File: src/rtl/axi_rd_arbiter.sv
// Round-robin arbiter sharing one AXI read port (AR/R) among N_MASTERS cores, one burst at a time.
// Optional stall watchdog with wdt_err output: define AXI_RD_ARB_WDT_EN.

module axi_rd_arbiter #(
    parameter int N_MASTERS  = 4,
    parameter int ID_WIDTH   = 4,
    parameter int ADDR_WIDTH = 32,
    parameter int DATA_WIDTH = 32,
`ifdef AXI_RD_ARB_WDT_EN
    parameter int WDT_CYCLES = 256,
`endif
    localparam int AR_W  = ID_WIDTH + ADDR_WIDTH + 13,
    localparam int R_W   = ID_WIDTH + DATA_WIDTH + 1,
    localparam int IDX_W = (N_MASTERS > 1) ? $clog2(N_MASTERS) : 1
) (
    input  logic                      clk,
    input  logic                      rst_n,
    input  logic [N_MASTERS-1:0]      s_arvalid,
    output logic [N_MASTERS-1:0]      s_arready,
    input  logic [N_MASTERS*AR_W-1:0] s_ar,
    output logic [N_MASTERS-1:0]      s_rvalid,
    input  logic [N_MASTERS-1:0]      s_rready,
    output logic [R_W-1:0]            s_r,
    output logic                      m_arvalid,
    input  logic                      m_arready,
    output logic [AR_W-1:0]           m_ar,
    input  logic                      m_rvalid,
    output logic                      m_rready,
`ifdef AXI_RD_ARB_WDT_EN
    output logic                      wdt_err,
`endif
    input  logic [R_W-1:0]            m_r
);

    typedef enum logic [1:0] {IDLE, ADDR, DATA} state_t;

    state_t                 state;
    logic [IDX_W-1:0]       grant;
    logic [IDX_W-1:0]       last_grant;
    logic [N_MASTERS-1:0]   grant_oh;
    logic [IDX_W-1:0]       pick;
    logic [IDX_W-1:0]       cand;
    logic                   pick_valid;
    logic [8:0]             beat_cnt;
    logic                   ar_hs;
    logic                   r_hs;
    logic [AR_W-1:0]        s_ar_arr [N_MASTERS];

    for (genvar i = 0; i < N_MASTERS; i++) begin : g_ar_split
        assign s_ar_arr[i] = s_ar[i*AR_W +: AR_W];
    end

    // Round-robin search starting just after the previous winner.
    always_comb begin
        // NOTE: every variable gets a default before the loop so no latch is inferred.
        pick       = '0;
        cand       = '0;
        pick_valid = 1'b0;
        for (int i = 1; i <= N_MASTERS; i++) begin
            cand = IDX_W'((int'(last_grant) + i) % N_MASTERS);
            if (!pick_valid && s_arvalid[cand]) begin
                pick       = cand;
                pick_valid = 1'b1;
            end
        end
    end

    assign ar_hs     = m_arvalid && m_arready;
    assign r_hs      = m_rvalid && m_rready;
    assign s_arready = ar_hs ? grant_oh : '0;
    assign s_rvalid  = (state == DATA && m_rvalid) ? grant_oh : '0;
    assign m_rready  = (state == DATA) && |(s_rready & grant_oh);
    assign s_r       = (state == DATA) ? m_r : '0;

`ifdef AXI_RD_ARB_WDT_EN
    localparam int WDT_W = $clog2(WDT_CYCLES + 1);
    logic [WDT_W-1:0] wdt_cnt;
`endif

    always_ff @(posedge clk or negedge rst_n) begin
        if (!rst_n) begin
            state      <= IDLE;
            grant      <= '0;
            last_grant <= IDX_W'(N_MASTERS - 1);
            grant_oh   <= '0;
            m_arvalid  <= 1'b0;
            m_ar       <= '0;
            beat_cnt   <= '0;
`ifdef AXI_RD_ARB_WDT_EN
            wdt_cnt    <= '0;
            wdt_err    <= 1'b0;
`endif
        end else begin
            // NOTE: sequential state uses non-blocking assignments so every register sees pre-edge values.
            case (state)
                IDLE: begin
                    if (pick_valid) begin
                        grant           <= pick;
                        grant_oh        <= '0;
                        grant_oh[pick]  <= 1'b1;
                        m_ar            <= s_ar_arr[pick];
                        m_arvalid       <= 1'b1;
                        state           <= ADDR;
                    end
                end
                ADDR: begin
                    if (ar_hs) begin
                        m_arvalid <= 1'b0;
                        beat_cnt  <= '0;
                        state     <= DATA;
                    end
                end
                DATA: begin
                    if (r_hs) begin
                        beat_cnt <= beat_cnt + 9'd1;
                        if (m_r[0]) begin
                            last_grant <= grant;
                            state      <= IDLE;
                        end
                    end
                end
                default: state <= IDLE;
            endcase
`ifdef AXI_RD_ARB_WDT_EN
            // Any handshake restarts the stall count; expiry abandons the burst.
            wdt_err <= 1'b0;
            if (state == IDLE) begin
                wdt_cnt <= '0;
            end else if (ar_hs || r_hs) begin
                wdt_cnt <= '0;
            end else if (wdt_cnt == WDT_W'(WDT_CYCLES - 1)) begin
                wdt_cnt    <= '0;
                wdt_err    <= 1'b1;
                m_arvalid  <= 1'b0;
                last_grant <= grant;
                state      <= IDLE;
            end else begin
                wdt_cnt <= wdt_cnt + 1'b1;
            end
`endif
        end
    end

endmodule

File: config.mk
export PLATFORM = sky130hd
export DESIGN_NAME = axi_rd_arbiter
export DESIGN_NICKNAME = d
export VERILOG_FILES = /design/src/rtl/axi_rd_arbiter.sv
export SDC_FILE = /design/constraint.sdc
export NUM_CORES = 1
export LEC_CHECK = 0
export CAP_MARGIN = 20
export CORE_AREA = 2 2 133 135
export CTS_CLUSTER_SIZE = 20
export DETAILED_ROUTE_END_ITERATION = 6
export DIE_AREA = 0 0 135 137
export GPL_ROUTABILITY_DRIVEN = 1
export PLACE_DENSITY = 0.66
export SYNTH_ARGS = -nofsm -noshare
export SYNTH_HDL_FRONTEND = slang
export SYNTH_SLANG_ARGS = --single-unit
File: constraint.sdc
create_clock -name clk -period 5.7 [get_ports clk]
set_clock_uncertainty 0.2 [all_clocks]
set_input_delay 1.14 -clock clk [delete_from_list [all_inputs] [get_ports clk]]
set_output_delay 1.14 -clock clk [all_outputs]
set_load 0.01 [all_outputs]
# After elaboration in Yosys (flattened, before gate mapping)
# Index checks and enable logic that the tools add are counted.
op_classes:
  reduce_logical: 18
  eq_ne: 6
  bitwise: 2
  mux: 32
  magnitude_cmp: 7
  addsub: 4
ops:
  columns: ["operator", "n"]
  rows:
  - ["49-bit binary-select mux with 2-bit select", 1]
  - ["49-bit 2-to-1 mux", 2]
  - ["37-bit 2-to-1 mux", 1]
  - ["2-bit 2-to-1 mux", 8]
  - ["2-bit by 3-bit < comparator with 1-bit output (second input constant)", 5]
  - ["1-bit 2-to-1 mux", 11]
  - ["1-bit binary-select mux with 2-bit select", 4]
  - ["1-bit logical AND", 8]
  - ["4-bit 2-to-1 mux", 2]
  - ["2-bit inequality test (second input constant)", 4]
  - ["2-bit one-hot mux with 3 select lines", 1]
  - ["3-bit AND reduction", 2]
  - ["2-bit by 1-bit adder with 2-bit output (second input constant)", 2]
  - ["2-bit adder (second input constant)", 2]
  - ["4-bit AND", 1]
  - ["4-bit AND reduction", 1]
  - ["4-bit OR reduction", 1]
  - ["3-bit >= comparator (second input constant)", 1]
  - ["1-bit logical NOT", 3]
  - ["2-bit inverter with 3-bit output", 1]
  - ["1-bit demux with 2-bit select", 1]
  - ["2-bit by 1-bit == test with 1-bit output (second input constant)", 1]
  - ["2-bit == test (second input constant)", 1]
  - ["2-bit by 1-bit >= comparator with 1-bit output (second input constant)", 1]
  - ["other kinds (4)", 4]
word_totals:
  output_inout_bits: 96
  ff_bits: 60
  inputBits: 245

# Longest topological paths before layout
logic_depth:
  word_depth: 17
  ltp_mapped: 7

# Worst setup path after synthesis
# Ideal clock, no wire load.
synth_timing:
  path_type: "in2out"
  startpoint: "input s_rready[0]"
  endpoint: "output m_rready"
  required_ps: 4360
  path_slack_ps: 2650
  stages: 3
  arrival_time_ps: 1710
  path_cell_list: "a22o_1 a221oi_1 nor2_1"
synth_via:
  elab_chain_cells: 3
synth_rtl:
  columns: ["item", "line_no", "source"]
  rows:
  - ["start: declaration", "22", "input logic [N_MASTERS-1:0] s_rready,"]
  - ["4-bit AND", "72", "assign m_rready = (state == DATA) && |(s_rready & grant_oh);"]
  - ["4-bit OR reduction", "72", null]
  - ["1-bit logical AND", "72", null]
  - ["end: declaration", "28", "output logic m_rready,"]
# Every way passes these cells.

# Worst setup path after layout
# Same ends and word-level chain as after synthesis.

==> reports/results.ini <==
[final_layout]
stdcell_count=1006
design_area_um2=8070
area_growth_syn_to_layout_pct=84.6
n_fill_cell=1665
final_util_pct=47.3
fin_nets=1020
drive_gt1_share_pct=11.9

[critical_path]
crit_path_start=s_rready[0]
reg2regPathDepth=5
path_buf_inv=2
cp.required_ns=4.36
cp.arrival_ns=2.59
cp_top_family=buffers and inverters
timing.rr.start=last_grant[0]$_DFFE_PN1P_
critical_path_peak_fanout=2
max_stage_delay_ns=0.48
cpMostUsedCell=clkdlybuf4s50_1
crit_chain=clkdlybuf4s50_1 -> a22o_1 -> a221oi_1 -> nor2_1 -> clkdlybuf4s50_1
setup.worst_path.end_class=output port
startpoint_type=input pin
cpMaxStageDelayCell=clkdlybuf4s50_1
critPathKind=input pin to output port
path_depth=5

[sta]
tightest_slew_ns=1.09
drv_slew=0
relSlewSlack_pct=27.5
grt_setup_unrepaired=false
fmax_mhz=254
finalHoldViolCount=0
setup_viol=0
tns_ns=0
holdWs_ns=0.280
final.period_utilization_pct=69.0
fin_crit_ns=3.93

[placed_design]
place_congestion=0.792
dp.cells=988
dpl-instance-area_um2=7760
hpwl_um=13900
port_buffers=340

[clock_network]
cts_buffer_depth=2
numClockSinks=60
clk_pin_slew_worst_paths_ns=0.06
root_buffer=clkbuf_16
numCtsBuffers=9
post_cts_resized=0
clk_latency_ns=0.33
cts_htree_levels=3
cts_tree=built
holdBufCountCts=0
cts_setup_buffers=0

[synth]
synth_area_um2=4370
yosysMostFrequentCell=dfrtp_1
synthTopCellsByArea=dfrtp_1 (33%), a22oi_2 (14%), a41oi_1 (9.8%)
syn-num-nets=717
syn_inst=472
yosys.area.top_type=dfrtp_1
synth_ff_type=dfrtp_1
async_flop_share_pct=100
ys_seq_area_share_pct=34.4
synth.ff_latch_count=60
synth_cell_types=43
synth_area_per_cell_um2=9.26
synth_top_area_share_pct=33.2
synth_edf_count=0
yosysWarnings=0
synth_common_cells=dfrtp_1 (58), nor2_1 (55), nand3_1 (52)

[routing]
drt-pass1-iter-count=4
viasPerCell=5.05
wl_per_cell_um=18.9
route.detailed.drc=0
drt_iter0_markers=238
routed_wl_um=19100
vias=5085
ant_nets=0

[floorplan]
die_w_um=135
io-pin-count=341
dieArea_um2=18500
core.rowCount=48
core_um2=17100
start_util_pct=25.6
die_h_um=137

[global_routing]
grt_pass1_wl_um=28400
grt_max_degree=61
grtUsageTotal_pct=19.9
grt_pass1_vias=4999
antenna_found_initial=2
grt_overflow=0

[run]
cap_violations=0

[pwr]
powerDensity_nw_per_um2=400
p_leak_nw=2.90
ir_worst_vdd_uv=187

[min_path]
min-delay-start=grant[1]$_DFFE_PN0P_
min_path_cells=2
hold_path.class=register to register

[status]
run_status=finished clean

final timing paths:
| path | to | slack (ns) |
|---|---|---|
| min in group asynchronous | m_ar[38]$_DFFE_PN0P_ | 0.79 |
| worst max-delay path | m_rready | 1.77 |
| max in group asynchronous | m_ar[11]$_DFFE_PN0P_ | 3.95 |
| worst min register to register | grant[1]$_DFFE_PN0P_ | 0.28 |
| worst min-delay path | grant[1]$_DFFE_PN0P_ | 0.28 |
| worst max register to register | m_ar[5]$_DFFE_PN0P_ | 3.00 |
flip-flops by register name, summed over array words and instances (netlist names):
signal / flops
state: 2
m_arvalid: 1
last_grant: 2
grant_oh: 4
grant: 2
m_ar: 49
power by group:
part	switching, mW	internal [mW]
Combinational	0.945	0.948
Sequential	0.166	0.649
Clock	0.203	0.314
Total	1.31	1.91
layout make-up:
cell class	count	area [um2]	share of cell area, %
Clock inverter	4	25.0	0.310
Inverter	4	15.0	0.186
Multi-Input combinational cell	350	2500	30.9
Sequential cell	60	1500	18.6
Antenna cell	2	5.00	0.0620
Timing Repair Buffer	350	3490	43.2
Tap cell	225	282	3.49
Clock buffer	11	253	3.13
cell usage in the layout, fill, tap and decap left out, types with 6 or more instances in the layout:
cell type and instances:
dfrtp_1 58, a41oi_1 49, buf_4 8, a22oi_2 49
and2_1 37, clkbuf_16 9, clkdlybuf4s50_1 337, a31oi_1 51
nand2_1 13, nand3_1 52, nor2_1 55, and3_1 8
o21ai_0 6
routing by layer:
metal | vias up | global-route usage, % | wire length (um)
met1 | 2380 | 24.6 | 7910
met2 | 239 | 33.0 | 8970
li1 | 2436 | - | -
met3 | 30 | 6.67 | 1850
met4 | 0 | 5.67 | 320
met5 | - | 0 | 0
logic make-up (layout without fill, tap and decap cells):
logic type / count (synthesis) / count (layout) / synth area share [%]
simple gates: 179 / 179 / 20.9
flops: 60 / 60 / 34.4
buf+inv: 62 / 369 / 9.19
other cells: 0 / 2 / 0
mux: 2 / 2 / 0.515
compound gates: 169 / 169 / 35.0
stage by stage:
stage / worst slack, ns / power [mW]
2_1_floorplan: 2.65 / 1.88
3_3_place_gp: 1.78 / 2.69
3_5_place_dp: 1.76 / 2.72
4_1_cts: 1.76 / 3.25
5_1_grt: 1.65 / 3.44
6_report: 1.77 / 3.22
worst reg2reg max path, delay by kind of cell (launching register included):
kind / cells / cell delay (ns)
simple gates: 2 / 0.40
compound gates: 2 / 1.10
buf+inv: 1 / 0.30
flops: 1 / 0.62
No activity file was read; power rests on OpenSTA's default activity.
